<file path="config.mk">
export PLATFORM = sky130hd
export DESIGN_NAME = layer_serializer
export DESIGN_NICKNAME = d
export VERILOG_FILES = /design/src/rtl/layer_serializer.sv
export SDC_FILE = /design/constraint.sdc
export NUM_CORES = 1
export LEC_CHECK = 0
export ABC_CLOCK_PERIOD_IN_PS = 63100
export CORE_MARGIN = 2
export CORE_UTILIZATION = 31
export CTS_CLUSTER_DIAMETER = 80
export DETAILED_ROUTE_END_ITERATION = 10
export GPL_TIMING_DRIVEN = 1
export PLACE_DENSITY_LB_ADDON = 0.15
export RECOVER_POWER = 25
export SYNTH_ARGS = -nofsm -noshare
export SYNTH_HDL_FRONTEND = slang
export SYNTH_SLANG_ARGS = --single-unit
</file>
<file path="constraint.sdc">
create_clock -name clk -period 63.1 [get_ports clk]
set_input_delay 9.465 -clock clk [delete_from_list [all_inputs] [get_ports clk]]
set_output_delay 9.465 -clock clk [all_outputs]
set_load 0.05 [all_outputs]
</file>
<file path="src/rtl/layer_serializer.sv">
// layer_serializer: captures numNeuron parallel neuron outputs when every
// x_valid strobe is high in one cycle, then shifts them out one word per
// cycle to feed the next layer's serial input.
//
// Optional feature macro: LAYER_ARGMAX_EN
//   defined   -> running signed argmax over each emitted frame
//   undefined -> argmax_idx / argmax_valid tied to 0
//
// Ports
//   clk          in   clock, rising edge
//   rst          in   synchronous active-high reset
//   x_in         in   numNeuron*dataWidth packed words, neuron k at [k*dataWidth +: dataWidth]
//   x_valid      in   per-neuron valid strobes; all high = capture
//   out_data     out  serialized word (held when out_valid is low)
//   out_valid    out  out_data qualifier
//   busy         out  high while a frame is being shifted out
//   overrun      out  one-cycle pulse when a capture is dropped
//   argmax_idx   out  index of the largest word in the last frame
//   argmax_valid out  one-cycle pulse qualifying argmax_idx
module layer_serializer #(
    parameter int numNeuron = 30,
    parameter int dataWidth = 16
) (
    input  logic                            clk,
    input  logic                            rst,
    input  logic [numNeuron*dataWidth-1:0]  x_in,
    input  logic [numNeuron-1:0]            x_valid,
    output logic [dataWidth-1:0]            out_data,
    output logic                            out_valid,
    output logic                            busy,
    output logic                            overrun,
    output logic [$clog2(numNeuron)-1:0]    argmax_idx,
    output logic                            argmax_valid
);

    localparam int unsigned CW = $clog2(numNeuron);

    typedef enum logic {IDLE, SHIFT} state_t;

    state_t                 state_q;
    logic [CW-1:0]          cnt_q;
    logic [dataWidth-1:0]   mem_q [numNeuron];
    logic [dataWidth-1:0]   out_data_q;
    logic                   out_valid_q;
    logic                   overrun_q;

    logic                   capture;
    logic                   last;
    logic                   load;
    logic [CW-1:0]          cnt_inc;

    assign capture = &x_valid;
    assign last    = (cnt_q == CW'(numNeuron - 1));
    // A capture is taken when idle or on the final word of the current frame.
    assign load    = capture && ((state_q == IDLE) || last);
    assign cnt_inc = cnt_q + CW'(1);

    // Frame storage; word 0 goes straight to out_data so only 1..N-1 are read back.
    always_ff @(posedge clk) begin
        if (!rst && load) begin
            for (int k = 0; k < numNeuron; k++) begin
                mem_q[k] <= x_in[k*dataWidth +: dataWidth];
            end
        end
    end

    // Serializer FSM: out_valid is high exactly while in SHIFT.
    always_ff @(posedge clk) begin
        if (rst) begin
            state_q     <= IDLE;
            cnt_q       <= '0;
            out_data_q  <= '0;
            out_valid_q <= 1'b0;
            overrun_q   <= 1'b0;
        end else begin
            overrun_q <= 1'b0;
            if (load) begin
                state_q     <= SHIFT;
                cnt_q       <= '0;
                out_data_q  <= x_in[0 +: dataWidth];
                out_valid_q <= 1'b1;
            end else if (state_q == SHIFT) begin
                if (last) begin
                    state_q     <= IDLE;
                    cnt_q       <= '0;
                    out_valid_q <= 1'b0;
                end else begin
                    overrun_q  <= capture;
                    cnt_q      <= cnt_inc;
                    out_data_q <= mem_q[cnt_inc];
                end
            end
        end
    end

    assign out_data  = out_data_q;
    assign out_valid = out_valid_q;
    assign busy      = (state_q == SHIFT);
    assign overrun   = overrun_q;

`ifdef LAYER_ARGMAX_EN
    logic signed [dataWidth-1:0] max_q;
    logic [CW-1:0]               max_idx_q;
    logic [CW-1:0]               argmax_idx_q;
    logic                        argmax_valid_q;
    logic                        take;

    // Word 0 always seeds the maximum; strict '>' keeps the lower index on ties.
    assign take = (cnt_q == '0) || ($signed(out_data_q) > max_q);

    // Tracks the word currently on out_data; result lands the cycle after the last word.
    always_ff @(posedge clk) begin
        if (rst) begin
            max_q          <= '0;
            max_idx_q      <= '0;
            argmax_idx_q   <= '0;
            argmax_valid_q <= 1'b0;
        end else begin
            argmax_valid_q <= 1'b0;
            if (out_valid_q) begin
                if (take) begin
                    max_q     <= $signed(out_data_q);
                    max_idx_q <= cnt_q;
                end
                if (last) begin
                    argmax_idx_q   <= take ? cnt_q : max_idx_q;
                    argmax_valid_q <= 1'b1;
                end
            end
        end
    end

    assign argmax_idx   = argmax_idx_q;
    assign argmax_valid = argmax_valid_q;
`else
    assign argmax_idx   = '0;
    assign argmax_valid = 1'b0;
`endif

endmodule

</file>
==> metrics, run 1 <==
row count=91; number of DRC violations after detailed-routing iteration 0=679; Core Util, Final=0.445; Max VDD drop=0.0187 mV; vias per inst=4.64; Post-synth top flop=edfxtp_1; top cell type by total area after synthesis=edfxtp_1; Setup Crit Path Kind=input pin to flop; Slew headroom=0.158; Synth Instances=918; clk_lat worst skew=~0.6 ns; largest net degree at the start of global routing=212; # fillers=5404; Post-synth EDFFs=480; initial antenna violation count=35; worst setup margin=49.55 ns; HPWL after DPL=42.7 mm; ys async rst share=0; status=finished clean; first-pass GRT wire length=80.1 mm; Simple-Gate Fraction of Synth Area=0.0346; critical path launch point type=input pin; clock-pin slew on the worst setup and hold paths=0.06 ns; Layout area overhead=41.6%; largest family of logic cells by synthesized area=multiplexers; post-route insts no fill=roughly 2400; Flop pwr share=0.506; WP data required=about 63 ns; starting density of the core=0.314; Die Ht=255 um; post-synthesis mux area share=0.162; CTS HTree Levels=2; DRT Pass-1 Iters=5; minimum clock period=about 14 ns; placed cell area=0.0257 sq mm; leak pwr=8.84 nW; vias in the first global route=approximately 12000; Final period util=0.215; adder-cell share of the synthesized area=0.00128; design area=about 0.028 sq mm; Net Switching=approximately 0.14 mW; RSZ-0062 raised after global routing=no; Synth area leaders=edfxtp_1 74%, mux4_2 13%, mux2i_1 3.3%, dfxtp_1 2.5%, nand2_1 0.98%; Comb pwr share=0.043; complex-gate fraction of the synthesized area=0.0181; Avg Synthesized Cell Area=21.2 sq um; count leader, synth=edfxtp_1; Seq/Total Area, Yosys=0.765; Post-Route WL=between 50 and 60 mm; f_max=73.8 MHz; CP endpoint kind=flop; IO buf count=530; detailed-route DRC error count=0; top-area cell type share of the netlist area=0.740; cell-internal power=0.583 mW; Power Dens Cells=26.2 mW/mm^2; endpoints failing setup=0; CP Max Fanout=211; min-delay worst type=flop to flop; root buffer cell=clkbuf_16; dpl ws=49.01 ns; DR vias=10900; switching portion of total power=0.192; Avg WL per Cell=between 20 and 25 um; Routed Antenna Nets=0; clk sink count=504; DIE AREA=between 0.06 and 0.07 sq mm; Worst-Margin Slew=1.26 ns; Setup TNS=0 ns; setup bufs post-CTS=0; TritonCTS clock tree=done; post-CTS sizing=0; # Max-Cap Violations=0; fin. max-slew vios=0; final setup skew=0.0223 ns; TritonCTS buffer count=55; Yosys cell types=41; Critical Path AT=13.76 ns; GPL Wtd Cong=0.746; die width=255 um; worst-case clock buffer depth=3; ratio of cells with drive above 1 in the final layout=0.145; IO Count=roughly 540; number of hold buffers added after cts=0; flops & latches, synth=504; Clock Power Share=0.450; gr usage total=0.175; xor/xnor cell area share of the yosys netlist=0.00315; # nets final=1979; Synthesis Warnings=0; Mapped Area=0.0195 sq mm; final hold violations=0; most frequent cells after synthesis=480 x edfxtp_1, 112 x mux4_2, 64 x mux2i_1; gr ovfl total=0; placed cells=2245; Core ar.=0.0619 sq mm
## state kept, by name (all words and copies together) (netlist names)
register   cells
busy           1
cnt_q          5
mem_q        480
out_data      16
out_valid      1
overrun        1
## path summary, 6_finish.rpt
| path | depth (start not counted) | startpoint | endpoint | slack (ns) |
|---|---|---|---|---|
| max | 7 | x_valid[12] | mem_q[24][5] | 49.55 |
| min | 2 | cnt_q[1] | cnt_q[1] | 0.53 |
| max reg2reg | 7 | cnt_q[0] | mem_q[24][5] | 58.33 |
| min reg2reg | 2 | cnt_q[1] | cnt_q[1] | 0.53 |
## kinds of logic (layout without fill, tap and decap cells)
logic type               count (synthesis)  in the layout
XOR/XNOR                                 4              4
other                                    1             18
flip-flops                             504            504
buffers and inverters                   57            641
AND/OR/NAND/NOR                        130            130
AO/OA/AOI/OAI                           44             44
multiplexers                           176            176
adder cells (fa/ha/maj)                  2              2
## metrics by stage
stage / hold WS (ns) / total power [mW]
after floorplan: 0.494 / 0.375
after global placement: 0.514 / 0.407
after detailed placement: 0.518 / 0.407
after CTS: 0.528 / 0.736
after global routing: 0.571 / 0.747
final: 0.527 / 0.722
## layout make-up
cell class / instances / area [sq um] / share of cell area
Clock inverter: 34 / 372 / 0.0135
Inverter: 3 / 11.3 / 0.000408
Sequential cell: 504 / 14900 / 0.540
Antenna cell: 12 / 30.0 / 0.00109
Multi-Input combinational cell: 362 / 4350 / 0.158
Clock buffer: 65 / 1460 / 0.0528
Timing Repair Buffer: 539 / 5410 / 0.196
Tap cell: 837 / 1050 / 0.0380
## layer usage
| metal | global-route usage | wire, um | vias up |
|---|---|---|---|
| met3 | 0.0508 | 4890 | 114 |
| met5 | 0 | 120 | - |
| met2 | 0.300 | 29200 | 419 |
| met1 | 0.215 | 22800 | 5451 |
| li1 | - | - | 4933 |
| met4 | 0.0518 | 1470 | 18 |
## worst max-delay path, cell delays in order
cell and delay, ns:
clkdlybuf4s50_1 0.48, nand4_1 0.10, nor4_1 0.74, nand2_2 0.62
nor2_4 0.33, buf_12 0.74, buf_4 0.93
## power groups by stage
stage | logic, mW | clock network [mW] | registers [mW]
floorplan | 0.00156 | 0 | 0.373
global placement | 0.0345 | 0 | 0.373
detailed placement | 0.0346 | 0 | 0.373
finish | 0.0314 | 0.325 | 0.366
CTS | 0.0349 | 0.335 | 0.366
global route | 0.0334 | 0.349 | 0.365
## cells in the final DEF, fill, tap and decap left out, types with 5 or more instances in the layout
master,n
a21oi_1,5
buf_4,6
bufinv_16,7
clkbuf_1,8
clkbuf_16,57
clkdlybuf4s50_1,280
clkinv_1,10
clkinv_2,10
clkinvlp_4,5
conb_1,6
dfxtp_1,23
diode_2,12
dlygate4sd3_1,250
edfxtp_1,480
mux2i_1,64
mux4_2,112
nand2_1,50
nand3_1,18
nand4_1,8
nand4b_1,16
nor2_1,21
o221ai_1,16
o22a_1,16
Power figures use the tool's default switching activity.
==> inputs of run 2 (changes only) <==
Settings changed: ABC_CLOCK_PERIOD_IN_PS 63100 to 13700.
Clock period 63.1 ns to 13.7 ns, I/O delays scaled along.
==> run 2 against run 1 <==
Net effect:
- first-iteration DRC count grew 10%
- sequential power grew to 4.6 times the previous value
- cell count grew 0.38%
==> metrics, run 2 (synthesis gave the netlist of run 1 again) <==
status=finished clean; post-CTS sizing=0 (unchanged); vias in the first global route=11700 (+0.16%); HPWL after DPL=42.6 mm (-0.34%); Die Ht=255 um (unchanged); final setup skew=0.0233 ns (+0.000998 ns); Post-Route WL=58.9 mm (+0.63%); Min-Delay Startpoint=cnt_q[1]; vias per inst=4.62 (-0.44%); Core ar.=0.0619 sq mm (unchanged); TritonCTS buffer count=57 (+3.6%); IO buf count=530 (unchanged); largest net degree at the start of global routing=217 (+2.4%); CP Max Fanout=216 (+2.4%); worst-case clock buffer depth=3 (unchanged); gr usage total=0.178 (+0.00252); worst setup margin=7.98 ns (-41.57 ns); Setup TNS=0 ns (unchanged); f_max=approximately 170 MHz; root buffer cell=clkbuf_16; min-delay worst type=flop to flop; DIE AREA=0.0648 sq mm (unchanged); IO Count=537 (unchanged); # nets final=1984 (+0.25%); leak pwr=8.88 nW (+0.39%); endpoints failing setup=0 (unchanged); Setup Crit Path Kind=input pin to flop; number of hold buffers added after cts=0 (unchanged); Routed Antenna Nets=0 (unchanged); most frequent cells in the layout=480 x edfxtp_1, 280 x clkdlybuf4s50_1, 250 x dlygate4sd3_1, 112 x mux4_2, 64 x mux2i_1; starting density of the core=0.314 (unchanged); # fillers=5472 (+1.3%); CP endpoint kind=flop; Layout area overhead=41.8%; RSZ-0062 raised after global routing=no; dpl ws=7.39 ns (-41.62 ns); crit path from=x_valid[23]; setup bufs post-CTS=0 (unchanged); clk sink count=504 (unchanged); post-route insts no fill=2365 (+0.38%); clock-pin slew on the worst setup and hold paths=0.06 ns (about the same); Worst-Margin Slew=1.29 ns (+0.0228 ns); Avg WL per Cell=24.9 um (+0.25%); Critical R2R Launch=cnt_q[0]; Largest Register=mem_q; fin. max-slew vios=0 (unchanged); Final period util=0.418; clk_lat worst skew=0.61 ns (about the same); Largest register FFs=480 (unchanged); most common cell after layout, fill and taps aside=edfxtp_1; gr ovfl total=0 (unchanged); Critical Path AT=5.93 ns (-7.83 ns); Slew headroom=0.143 (-0.0152); GPL Wtd Cong=0.759 (+1.7%); critical path launch point type=input pin; CTS HTree Levels=2 (unchanged); TritonCTS clock tree=done; first-pass GRT wire length=81.1 mm (+1.3%); number of DRC violations after detailed-routing iteration 0=749 (+10%); Power Dens Cells=121 mW/mm^2 (+360%); # Max-Cap Violations=0 (unchanged); ratio of cells with drive above 1 in the final layout=0.151 (+0.00620); DRT Pass-1 Iters=5 (unchanged); initial antenna violation count=33 (-5.7%); WP data required=13.91 ns (-49.40 ns); final hold violations=0 (unchanged); Max VDD drop=0.0901 mV (+380%); DR vias=10900 (-0.055%); detailed-route DRC error count=0 (unchanged); placed cells=2248 (+0.13%); die width=255 um (unchanged); minimum clock period=5.72 ns; row count=91 (unchanged)
run 2: final timing paths:
check | end | slack (ns) | cells after the start
worst min-delay path | cnt_q[1] | 0.55 | 2
worst min register to register | cnt_q[1] | 0.55 | 2
worst max register to register | mem_q[24][3] | 8.97 | 7
worst max-delay path | mem_q[29][0] | 7.98 | 8
run 2: stage by stage:
| step | hold WS (ns) | power (mW) | cell area (sq um) | utilization |
|---|---|---|---|---|
| global placement | 0.526 | 1.87 | 25700 | 0.415 |
| finish | 0.552 | 3.34 | 27600 | 0.446 |
| global route | 0.590 | 3.46 | 27600 | 0.446 |
| detailed placement | 0.535 | 1.88 | 25700 | 0.415 |
| CTS | 0.549 | 3.40 | 27600 | 0.445 |
| floorplan | 0.494 | 1.73 | 19500 | - |
run 2: worst max-delay path: stages:
cell             delay, ns
clkdlybuf4s50_1       0.50
nand4_1               0.10
nor4_1                0.67
nand2_1               0.10
buf_4                 0.29
nor2_4                0.30
buf_12                0.65
buf_12                0.78
run 2: report_power, final:
group | leakage (nW) | total, mW | internal, mW | switching, mW
combinational | 3.46 | 0.144 | 0.112 | 0.0312
clock | 0.907 | 1.51 | 0.879 | 0.635
sequential | 4.51 | 1.68 | 1.68 | 0.000000000533
total | 8.88 | 3.34 | 2.68 | 0.666
run 2: final cells by class:
type,count,area [sq um],share of cell area
flip-flops and latches,504,14900,0.540
inverters,3,11.3,0.000408
clock inverters,44,409,0.0148
repair buffers,542,5420,0.196
diodes,10,25.0,0.000906
well taps,837,1050,0.0379
multi-input cells,362,4350,0.158
clock buffers,63,1450,0.0525
run 2: per-layer routing:
| metal | global-route usage | part of all wire | up-vias |
|---|---|---|---|
| li1 | - | - | 4944 |
| met5 | 0 | 0.0026 | - |
| met3 | 0.0498 | 0.075 | 114 |
| met2 | 0.306 | 0.51 | 401 |
| met1 | 0.219 | 0.39 | 5448 |
| met4 | 0.0500 | 0.021 | 22 |
==> inputs of run 3 (changes only) <==
Settings changed: ABC_CLOCK_PERIOD_IN_PS 13700 to 5200.
Clock period 13.7 ns to 5.2 ns, I/O delays scaled along.
==> run 3 against run 2 <==
Net effect:
- sequential power rose to 2.6 times the previous value
- cell count rose by 0.34%
- power rose to 2.5 times the previous value
- sequential share of layout area rose by 0.051 points
- non-clock buffer count rose by 8
- clock-buffer cell count rose by 6
- critical path depth fell by 2
- worst setup slack got worse by 6.3 ns
- hold slack got worse by 0.023 ns
- sequential cell count did not move
- largest cell class unchanged
- largest power group unchanged
==> metrics, run 3 (synthesis gave the netlist of run 1 again) <==
status=finished clean; starting density of the core=0.314 (unchanged); # nets final=1990 (+0.30%); die width=255 um (unchanged); ratio of cells with drive above 1 in the final layout=0.148 (-0.00254); leak pwr=8.85 nW (-0.27%); minimum clock period=roughly 3.5 ns; RSZ-0062 raised after global routing=no; clk sink count=504 (unchanged); DIE AREA=0.0648 sq mm (unchanged); HPWL after DPL=44.0 mm (+3.2%); Largest Register=mem_q; post-CTS sizing=0 (unchanged); slowest CP cell=dfxtp_4; Setup TNS=0 ns (unchanged); Core ar.=0.0619 sq mm (unchanged); critical path launch point type=flop; clock-pin slew on the worst setup and hold paths=0.06 ns (about the same); Avg WL per Cell=24.9 um (about the same); total power=8.50 mW (+150%); WP data required=5.41 ns (-8.50 ns); Die Ht=255 um (unchanged); number of DRC violations after detailed-routing iteration 0=707 (-5.6%); Critical Path AT=3.70 ns (-2.23 ns); Max VDD drop=0.221 mV (+140%); vias per inst=4.63 (about the same); CP Max Fanout=113 (-48%); IO buf count=530 (unchanged); Power Dens Cells=308 mW/mm^2 (+150%); TritonCTS buffer count=55 (-3.5%); IO Count=537 (unchanged); CP endpoint kind=flop; GPL Wtd Cong=0.764 (+0.76%); Post-Route WL=59.1 mm (+0.40%); detailed-route DRC error count=0 (unchanged); Largest register FFs=480 (unchanged); min-delay worst type=flop to flop; gr ovfl total=0 (unchanged); number of hold buffers added after cts=0 (unchanged); largest net degree at the start of global routing=114 (-47%); Core Util, Final=0.445 (about the same); worst path cell trace=ha_4 -> nand4_1 -> nand2_1 -> nand2b_1 -> nor2_4 -> buf_12; root buffer cell=clkbuf_16; Worst Path Buf+Inv=1 (-3); final setup skew=0.0172 ns (-0.00612 ns); endpoints failing setup=0 (unchanged); Final period util=0.670; vias in the first global route=11800 (+0.65%); Worst-Margin Slew=1.26 ns (-0.0286 ns); Crit path largest cell delay=0.69 ns (-0.09 ns); # fillers=5450 (-0.40%); Setup Crit Path Kind=flop to flop; Slew headroom=0.157 (+0.0145); Layout area overhead=41.6% (about the same); f_max=287 MHz; first-pass GRT wire length=81.7 mm (+0.65%); cell family with most CP delay=simple AND/OR/NAND/NOR gates; row count=91 (unchanged); TritonCTS clock tree=done; gr usage total=0.180 (+0.00202); initial antenna violation count=41 (+24%); most common cell after layout, fill and taps aside=edfxtp_1; setup bufs post-CTS=0 (unchanged); placed cell area=0.0259 sq mm (+0.49%); Routed Antenna Nets=0 (unchanged); worst-case clock buffer depth=3 (unchanged); fin. max-slew vios=0 (unchanged); final hold violations=0 (unchanged); CTS HTree Levels=2 (unchanged); Min Hold Slack=0.529 ns (-0.0233 ns); # Max-Cap Violations=0 (unchanged); DR vias=11000 (+0.43%); clk_lat worst skew=0.60 ns (about the same); most frequent cells in the layout=480 x edfxtp_1, 280 x clkdlybuf4s50_1, 250 x dlygate4sd3_1, 112 x mux4_2, 64 x mux2i_1; DRT Pass-1 Iters=4 (-1); design area=0.0276 sq mm (about the same)
-- run 3: cell types whose count changed in the layout (fill, tap and decap cells not counted), moves of 3 or more --
cell	previous run	this run
buf_12	2	6
buf_4	10	14
bufinv_16	6	3
clkbuf_1	6	12
clkinvlp_4	6	2
diode_2	10	19
inv_6	3	0
-- run 3: power breakdown --
group	internal (mW)	switching [mW]	leakage, nW
Sequential	4.44	0.00000000133	4.51
Clock	2.13	1.54	0.830
Combinational	0.296	0.0861	3.52
Total	6.87	1.63	8.85
-- run 3: cell type report --
type	count	area, sq um	share of cell area
Sequential cell	504	14900	0.540
Timing Repair Buffer	550	5530	0.200
Multi-Input combinational cell	362	4370	0.158
Clock buffer	69	1470	0.0533
Tap cell	837	1050	0.0380
Clock inverter	29	213	0.00771
Antenna cell	19	47.5	0.00172
Inverter	3	11.3	0.000408
-- run 3: final timing paths --
| kind | startpoint | endpoint | slack [ns] | cells after the start |
|---|---|---|---|---|
| setup / recovery | cnt_q[0] | mem_q[19][12] | 1.72 | 6 |
| hold / removal | cnt_q[1] | cnt_q[1] | 0.53 | 2 |
| setup reg to reg | cnt_q[0] | mem_q[19][12] | 1.72 | 6 |
| hold reg to reg | cnt_q[1] | cnt_q[1] | 0.53 | 2 |
-- run 3: through the flow --
stage / setup WS (ns) / instances
after CTS: 1.56 / 2354
final: 1.72 / 2373
after floorplan: -3.90 / 923
after detailed placement: 1.30 / 2256
after global placement: 1.40 / 2256
after global routing: 1.35 / 2365
-- run 3: routing by layer --
layer  track usage  vias to the layer above  routed length (um)
met5             0                        -                 141
met4        0.0513                       22                1420
met3        0.0525                      117                4410
met2         0.313                      429               30100
met1         0.216                     5448               23000
li1              -                     4960                   -
-- run 3: worst register-to-register path, delay by kind of cell (launching register included) --
kind                       cells  cell delay, ns
DFF                            1            0.69
and+or+nand+nor                4            1.57
adders and majority gates      1            0.21
buffers and inverters          1            0.45
